<file path="src/rtl/max7219_pkg.sv">
// Shared constants for the MAX7219 frame-buffer controller: register addresses,
// power-up command table and controller state encoding.
package max7219_pkg;

    localparam logic [3:0] REG_NOOP       = 4'h0;
    localparam logic [3:0] REG_DIGIT0     = 4'h1;
    localparam logic [3:0] REG_DECODE     = 4'h9;
    localparam logic [3:0] REG_INTENSITY  = 4'hA;
    localparam logic [3:0] REG_SCAN_LIMIT = 4'hB;
    localparam logic [3:0] REG_SHUTDOWN   = 4'hC;
    localparam logic [3:0] REG_TEST       = 4'hF;

    localparam logic [2:0] INIT_LAST          = 3'd4;
    localparam logic [2:0] INIT_INTENSITY_IDX = 3'd3;

    // Intensity entry carries a zero data field; the controller fills in its parameter.
    localparam logic [15:0] INIT_CMDS [0:4] = '{
        {4'h0, REG_TEST,       8'h00},
        {4'h0, REG_DECODE,     8'h00},
        {4'h0, REG_SCAN_LIMIT, 8'h07},
        {4'h0, REG_INTENSITY,  8'h00},
        {4'h0, REG_SHUTDOWN,   8'h01}
    };

    typedef enum logic [2:0] {
        RESET_WAIT = 3'd0,
        INIT       = 3'd1,
        IDLE       = 3'd2,
        FETCH      = 3'd3,
        SEND       = 3'd4,
        WAIT_HI    = 3'd5,
        WAIT_LO    = 3'd6
    } state_e;

    function automatic logic [15:0] init_word(input logic [2:0] idx, input logic [3:0] intensity);
        logic [15:0] w;
        w = '0;
        if (idx <= INIT_LAST) begin
            w = INIT_CMDS[idx];
        end
        if (idx == INIT_INTENSITY_IDX) begin
            w[3:0] = intensity;
        end
        return w;
    endfunction

endpackage

</file>
<file path="src/rtl/max7219_fb_ctrl.sv">
// Streams an 8x8-device frame buffer to a cascade of MAX7219s, one stripe per word.
// Optional macro MAX7219_FB_CTRL_AUTO_REFRESH_EN: start passes back-to-back without i_Refresh.
module max7219_fb_ctrl
    import max7219_pkg::*;
#(
    parameter int         SEG_ROWS  = 2,
    parameter int         SEG_COLS  = 2,
    parameter logic [3:0] INTENSITY = 4'h7
) (
    input  logic                                 i_Clk,
    input  logic                                 i_Rst_n,
    input  logic                                 i_Refresh,
    output logic                                 o_Fb_Rd_En,
    output logic [$clog2(SEG_ROWS*8)-1:0]        o_Fb_Addr,
    input  logic [SEG_COLS*8-1:0]                i_Fb_Row,
    input  logic                                 i_Busy,
    output logic                                 o_Data_Ready,
    output logic [16*SEG_ROWS*SEG_COLS-1:0]      o_Data,
    output logic                                 o_Init_Done,
    output logic                                 o_Frame_Done
);

    localparam int          N      = SEG_ROWS * SEG_COLS;
    localparam int          DW     = 16 * N;
    localparam int          AW     = $clog2(SEG_ROWS * 8);
    localparam int          CW     = $clog2(SEG_ROWS + 1);
    localparam int unsigned N_U    = N;
    localparam int unsigned COLS_U = SEG_COLS;

`ifdef MAX7219_FB_CTRL_AUTO_REFRESH_EN
    localparam logic AUTO_REFRESH = 1'b1;
`else
    localparam logic AUTO_REFRESH = 1'b0;
`endif

    state_e          state_q, state_d;
    logic [2:0]      init_idx_q, init_idx_d;
    logic [2:0]      stripe_q, stripe_d;
    logic [CW-1:0]   fetch_cnt_q, fetch_cnt_d;
    logic [CW-1:0]   rd_row_q, rd_row_d;
    logic [CW-1:0]   cap_row_q, cap_row_d;
    logic            rd_en_q, rd_en_d;
    logic            cap_en_q, cap_en_d;
    logic [AW-1:0]   addr_q, addr_d;
    logic [DW-1:0]   data_q, data_d;
    logic            data_ready_q, data_ready_d;
    logic            init_done_q, init_done_d;
    logic            frame_done_q, frame_done_d;
    logic            pend_q, pend_d;

    always_comb begin
        state_d      = state_q;
        init_idx_d   = init_idx_q;
        stripe_d     = stripe_q;
        fetch_cnt_d  = fetch_cnt_q;
        rd_row_d     = rd_row_q;
        rd_en_d      = 1'b0;
        addr_d       = addr_q;
        cap_en_d     = rd_en_q;
        cap_row_d    = rd_row_q;
        data_d       = data_q;
        data_ready_d = 1'b0;
        init_done_d  = init_done_q;
        frame_done_d = 1'b0;
        pend_d       = pend_q;

        if (i_Refresh && (state_q != IDLE)) begin
            pend_d = 1'b1;
        end

        // Row data arrives one cycle after the read strobe; each row fills SEG_COLS slots directly.
        if (cap_en_q) begin
            for (int unsigned d = 0; d < N_U; d++) begin
                if (d / COLS_U == 32'(cap_row_q)) begin
                    data_d[16*d +: 16] = {4'h0, {1'b0, stripe_q} + 4'd1, i_Fb_Row[8*(d % COLS_U) +: 8]};
                end
            end
        end

        case (state_q)
            RESET_WAIT: begin
                init_idx_d = '0;
                if (!i_Busy) begin
                    state_d = INIT;
                end
            end
            INIT: begin
                for (int unsigned d = 0; d < N_U; d++) begin
                    data_d[16*d +: 16] = init_word(init_idx_q, INTENSITY);
                end
                state_d = SEND;
            end
            IDLE: begin
                if (i_Refresh || pend_q || AUTO_REFRESH) begin
                    pend_d      = 1'b0;
                    stripe_d    = '0;
                    fetch_cnt_d = '0;
                    state_d     = FETCH;
                end
            end
            FETCH: begin
                if (fetch_cnt_q != CW'(SEG_ROWS)) begin
                    rd_en_d     = 1'b1;
                    addr_d      = AW'({fetch_cnt_q, stripe_q});
                    rd_row_d    = fetch_cnt_q;
                    fetch_cnt_d = fetch_cnt_q + 1'b1;
                end
                if (cap_en_q && (cap_row_q == CW'(SEG_ROWS - 1))) begin
                    state_d = SEND;
                end
            end
            SEND: begin
                if (!i_Busy) begin
                    data_ready_d = 1'b1;
                    state_d      = WAIT_HI;
                end
            end
            WAIT_HI: begin
                if (i_Busy) begin
                    state_d = WAIT_LO;
                end
            end
            WAIT_LO: begin
                if (!i_Busy) begin
                    if (!init_done_q) begin
                        if (init_idx_q == INIT_LAST) begin
                            init_done_d = 1'b1;
                            state_d     = IDLE;
                        end else begin
                            init_idx_d = init_idx_q + 3'd1;
                            state_d    = INIT;
                        end
                    end else if (stripe_q == 3'd7) begin
                        frame_done_d = 1'b1;
                        state_d      = IDLE;
                    end else begin
                        stripe_d    = stripe_q + 3'd1;
                        fetch_cnt_d = '0;
                        state_d     = FETCH;
                    end
                end
            end
            default: begin
                state_d = RESET_WAIT;
            end
        endcase
    end

    always_ff @(posedge i_Clk or negedge i_Rst_n) begin
        if (!i_Rst_n) begin
            state_q      <= RESET_WAIT;
            init_idx_q   <= '0;
            stripe_q     <= '0;
            fetch_cnt_q  <= '0;
            rd_row_q     <= '0;
            cap_row_q    <= '0;
            rd_en_q      <= 1'b0;
            cap_en_q     <= 1'b0;
            addr_q       <= '0;
            data_q       <= '0;
            data_ready_q <= 1'b0;
            init_done_q  <= 1'b0;
            frame_done_q <= 1'b0;
            pend_q       <= 1'b0;
        end else begin
            state_q      <= state_d;
            init_idx_q   <= init_idx_d;
            stripe_q     <= stripe_d;
            fetch_cnt_q  <= fetch_cnt_d;
            rd_row_q     <= rd_row_d;
            cap_row_q    <= cap_row_d;
            rd_en_q      <= rd_en_d;
            cap_en_q     <= cap_en_d;
            addr_q       <= addr_d;
            data_q       <= data_d;
            data_ready_q <= data_ready_d;
            init_done_q  <= init_done_d;
            frame_done_q <= frame_done_d;
            pend_q       <= pend_d;
        end
    end

    assign o_Fb_Rd_En   = rd_en_q;
    assign o_Fb_Addr    = addr_q;
    assign o_Data       = data_q;
    assign o_Data_Ready = data_ready_q;
    assign o_Init_Done  = init_done_q;
    assign o_Frame_Done = frame_done_q;

endmodule

</file>
<file path="config.mk">
export PLATFORM = sky130hd
export DESIGN_NAME = max7219_fb_ctrl
export DESIGN_NICKNAME = d
export VERILOG_FILES = /design/src/rtl/max7219_pkg.sv /design/src/rtl/max7219_fb_ctrl.sv
export SDC_FILE = /design/constraint.sdc
export NUM_CORES = 1
export LEC_CHECK = 0
export CORE_MARGIN = 1.5
export CORE_UTILIZATION = 40
export CTS_CLUSTER_DIAMETER = 30
export DETAILED_ROUTE_END_ITERATION = 12
export PLACE_DENSITY_LB_ADDON = 0.25
export SLEW_MARGIN = 15
export SYNTH_ARGS = -nofsm -noshare
export SYNTH_HDL_FRONTEND = slang
export SYNTH_SLANG_ARGS = --single-unit
</file>
<file path="constraint.sdc">
create_clock -name i_Clk -period 1.8 [get_ports i_Clk]
set_input_delay 0.27 -clock i_Clk [delete_from_list [all_inputs] [get_ports i_Clk]]
set_output_delay 0.27 -clock i_Clk [all_outputs]
set_load 0.05 [all_outputs]
</file>
Yosys cells after proc, flatten, opt, wreduce, memory -nomap -nowiden. Memory sizes are Yosys's and may differ from the RTL's. Index checks and enable logic that the tools add are counted.

Reduce and logical (&&, ||, !) cells: 19. Bitwise operators: 2. $mul: 0. Divide/modulo/power cells: 0. Magnitude comparators: 2. Shift-type cells: 0. Eq/ne operators: 24. Muxes and demuxes: 48. Add/subtract/negate cells: 4.

Operator list (count): $mux W64 (2); $mux W16 (7); $mux W3 (14); $ne A2 B2 Y1 const B (12); $pmux W3 S7 (1); $eq A3 B3 Y1 const B (5); $mux W1 (14); $mux W2 (6); $pmux W3 S2 (2); $reduce_and A6 Y1 (2); $reduce_bool A2 Y1 (5); $eq A3 B2 Y1 const B (3); $reduce_and A2 Y1 (4); $add A3 B1 Y3 const B (2); $pmux W2 S3 (1); $reduce_and A5 Y1 (1); $add A3 B1 Y4 const B (1); $ge A4 B4 Y1 const B (1); $mux W4 (1); $not A3 Y4 (1); $reduce_and A4 Y1 (1); $eq A3 B1 Y1 const B (1); $le A3 B3 Y1 const B (1); $logic_not A3 Y1 (1); other kinds (9) (10).

Bits in read-only memories: 128. Memories kept: 1. Word-level logic and storage cells: 115. Register bits: 89. Output and inout port bits: 72. Latch bits: 0. Bits of input ports: 20. RAM bits: 0.

Memories: (name not given) (depth 8, bits a word 16, read ports 1, clocked after memory_dff 0, write ports 0, RTL line max7219_pkg.sv:39) `w = INIT_CMDS[idx];`.

Longest topological paths before layout.
Word-level depth: 7. Mapped depth: 6. Depth with buffers taken out: 6.

Least setup slack after synthesis. No wires, ideal clock.

Path kind: register to register. Start: register stripe_q[0]. End: register stripe_q[0]. Path buffers: 0. Setup slack: 0.149 ns. Arrival time: 1.526 ns. Stages on the path, launching flop included: 6. Data required time: 1.675 ns. Period minus slack after synthesis: 1.651 ns. Setup time: 0.125 ns. Cells stage by stage: dfrtp_1 ha_1 ha_1 nand2b_1 a211o_1 mux2_2.

Cells in the longest elaborated chain, start to end: 5. Elaborated cells between the ends (all ways): 8. Classes of those cells: 1 x add/sub; 2 x eq/ne; 4 x mux; 1 x reduce/logical.

Ends and longest elaborated chain: start: declaration (RTL line max7219_fb_ctrl.sv:38) `logic [2:0] stripe_q, stripe_d;`; start signal: assignment (RTL line max7219_fb_ctrl.sv:168) `stripe_q <= stripe_d;`; $add A3 B1 Y3 (RTL line max7219_fb_ctrl.sv:137) `stripe_d = stripe_q + 3'd1;`; $mux W3 (RTL line max7219_fb_ctrl.sv:133) `end else if (stripe_q == 3'd7) begin`; $mux W3 (RTL line max7219_fb_ctrl.sv:125) `if (!init_done_q) begin`; $mux W3 (RTL line max7219_fb_ctrl.sv:124) `if (!i_Busy) begin`; $pmux W3 S2 (RTL line max7219_fb_ctrl.sv:80) `case (state_q)`.

Parallel ways exist; a longest one is shown, timed or not. The select of a mux whose other input is x is not followed. A chain may end at the register's enable or synchronous reset.

Worst setup path after layout.
Start: register data_q[33] (netlist: o_Data[33]). End: output port o_Data[33].

RTL lines: start: declaration (RTL line max7219_fb_ctrl.sv:45) `logic [DW-1:0] data_q, data_d;`; start signal: assignment (RTL line max7219_fb_ctrl.sv:175) `data_q <= data_d;`; end: declaration (RTL line max7219_fb_ctrl.sv:18) `output logic [16*SEG_ROWS*SEG_COLS-1:0] o_Data,`.

No word-level cell between the ends.

==> summary.md <==
| Metric | Value |
|---|---|
| Run status | finished, final reports clean |
| Slowest CP cell | clkdlybuf4s50_1 |
| Worst setup slack after layout | 37.6 ps |
| Tot Pwr | 8.23 mW |
| P_int | 4.28 mW |
| Post-Place Worst Slack | -32.8 ps |
| CP max FO | 2 |
| Total wire length | 7070 µm |
| First-pass GRT wire length | 11700 µm |
| IO Count | 92 |
| Area Growth Syn to Fin | 34.4% |
| Max H-tree Level | 3 |
| Layout cells sized above 1 | 16.5% |
| FP Rows | 31 |
| DR pass1 iterations | 4 |
| Routed Antenna Nets | 0 |
| Register area share after synthesis | 52.5% |
| Die area | 0.00816 mm² |
| Core box area | 0.00733 mm² |
| Ant. Diodes | 0 |
| Top-count cell post-synth | nand2_1 |
| Final min period | 1760 ps |
| Switching part of the total power | 48.0% |
| Synthesis-stage register bit count | 64 |
| RSZ-0062 raised after global routing | no |
| Buf/Inv on CP | 1 |
| Synthesized cell area | 0.00305 mm² |
| Fin crit share | 97.9% |
| Fmax | 567 MHz |
| Avg Synthesized Cell Area | 9.71 µm² |
| Bufs on Longest Clock Path | 2 |
| Die W | 90.3 µm |
| Met2 wire len | 3380 µm |
| Slew headroom | 65.3% |
| Max layer used | met4 |
| Vias | 2432 |
| CP endpoint kind | primary output |
| Die height | 90.3 µm |
| CP top delay family | buffers and inverters |
| HPWL Detailed | 5050 µm |
| Clock skew | 8.10 ps |
| DR vias/cell | 4.93 |
| Dominant cell type by area after synthesis | dfrtp_1 |
| Power per standard cell area | 2010 mW/mm² |
| Static leakage | 2.08 nW |
| Iter 0 DRT Violations | 146 |
| M1 WL | 3260 µm |
| Top FF cell, synth | dfrtp_1 |
| Reg power frac | 29.1% |
| CTS Root Cell | clkbuf_8 |
| Hold Crit Class | reg2reg |
| EDFF count, synth | 0 |
| Setup violations, final | 0 |
| Startpoint Class | flop |
| Non-filler cells, final | 493 |
| Layout Nets | 419 |
| Placed Area | 0.00381 mm² |
| Dpl cells | 476 |
| CTS sink count | 64 |
| Fin. Hold Viols | 0 |
| Synth top cells by count | nand2_1 (83), dfrtp_1 (64), a21oi_1 (27) |
| Final core utilization | 55.9% |
| Max-Cap Viols | 0 |
| Clock Pin Slew Worst Setup and Hold Paths | 80 ps |
| GR Util All Layers | 17.8% |
| Max VDD drop | 734 µV |
| Clk pwr share | 16.8% |
| Final Wtd Congestion | 0.838 |
| Initial antenna violation count | 0 |
| Largest net degree at the start of global routing | 65 |
| Top cells by area, synth | dfrtp_1 (53%), nand2_1 (10%), buf_4 (6.2%), a21oi_1 (4.4%), ha_1 (4.1%) |
| Gate Count Post-Synth | 314 |
| Num CTS Buffers | 9 |
| Syn. warnings | 0 |
| Vias in the first global route | 2381 |
| Max Slew Vio Count | 0 |
| CTS tree | built |
| DRC errors left | 0 |
| Design Area, Final | 0.00410 mm² |
| CP required | 1530 ps |
| Overflow after GRT | 0 |
| Comb power frac | 54.1% |
| Worst-skew pair later-pin latency | 320 ps |
| Worst-path cell chain | clkdlybuf4s50_1 |
| NetSw | 3.95 mW |
| Synth cell types | 37 |
| Crit path kind | reg2out |
| Yosys top cell area share | 52.5% |
| Post-CTS setup buffer count | 0 |
| IO Port Bufs | 75 |
| Routed len/inst | 14.3 µm |
| Routed wl met3 | 338 µm |
| Worst-Margin Slew | 520 ps |
| Fraction of registers with async set/reset | 100% |
| Initial Util | 41.6% |
| Arrival @ worst endpoint | 1490 ps |
| Worst path max stage delay | 810 ps |
==> cell families after synthesis <==
kind of cell    synth area share, %
simple gates                   16.9
compound gates                 14.9
flops                          52.5
buf+inv                        9.03
fa+ha+maj                      4.10
mux                            2.34
other cells                   0.123
==> cell type report <==
type | instances | area, µm²
Multi-Input combinational cell | 218 | 1240
Fill cell | 660 | 3230
Clock buffer | 10 | 138
Inverter | 6 | 22.5
Timing Repair Buffer | 90 | 883
Tap cell | 99 | 124
Clock inverter | 6 | 92.6
Sequential cell | 64 | 1600
==> placed cells by master (no fill, tap or decap), types with 16 or more instances in the layout <==
cell	count
nand2_1	83
dfrtp_1	64
clkdlybuf4s50_1	34
buf_4	31
a21oi_1	26
dlymetal6s2s_1	19
a31oi_1	18
conb_1	16
==> timing repair <==
action	4_1_cts	5_1_grt
resized for setup	2	20
endpoints found under the setup margin	2	20
hold endpoints to repair	64	0
hold buffers	1	0
==> sequential cells by signal, indices dropped and copies added, names as in the netlist, 2 cells and up <==
name / cells
cap_row_d: 2
cap_row_q: 2
fetch_cnt_q: 2
init_idx_q: 3
o_Data: 40
o_Fb_Addr: 3
state_q: 3
stripe_q: 3
==> layer usage <==
metal | global-route usage [%] | vias to the layer above
met5 | 0 | -
met1 | 24.7 | 1162
met4 | 6.88 | 0
met2 | 28.1 | 74
met3 | 2.95 | 6
li1 | - | 1190
==> through the flow <==
step	setup TNS [ps]	hold slack, ps
after floorplan	0	-25.6
after global placement	-1.31	311
after detailed placement	-32.8	308
after CTS	0	378
after global routing	0	398
final	0	370
==> worst paths after layout <==
| path | startpoint | to | slack (ps) | cells past startpoint |
|---|---|---|---|---|
| hold reg to reg | cap_row_d[1] | cap_row_q[1] | 370 | 0 |
| hold / removal | cap_row_d[1] | cap_row_q[1] | 370 | 0 |
| max in group asynchronous | i_Rst_n | o_Data[22] | 1030 | 3 |
| setup reg to reg | stripe_q[1] | stripe_q[0] | 90 | 5 |
| min in group asynchronous | i_Rst_n | o_Data[2] | 490 | 3 |
| setup / recovery | o_Data[33] | o_Data[33] | 40 | 1 |
==> power by group through the flow <==
stage | clock network (mW) | registers [mW] | logic [mW]
finish | 1.38 | 2.39 | 4.46
global route | 1.48 | 2.48 | 4.73
CTS | 1.41 | 2.41 | 4.50
detailed placement | 0 | 2.44 | 4.50
global placement | 0 | 2.41 | 4.46
floorplan | 0 | 3.89 | 1.67
Note: power is estimated with default switching activity, not from simulation.
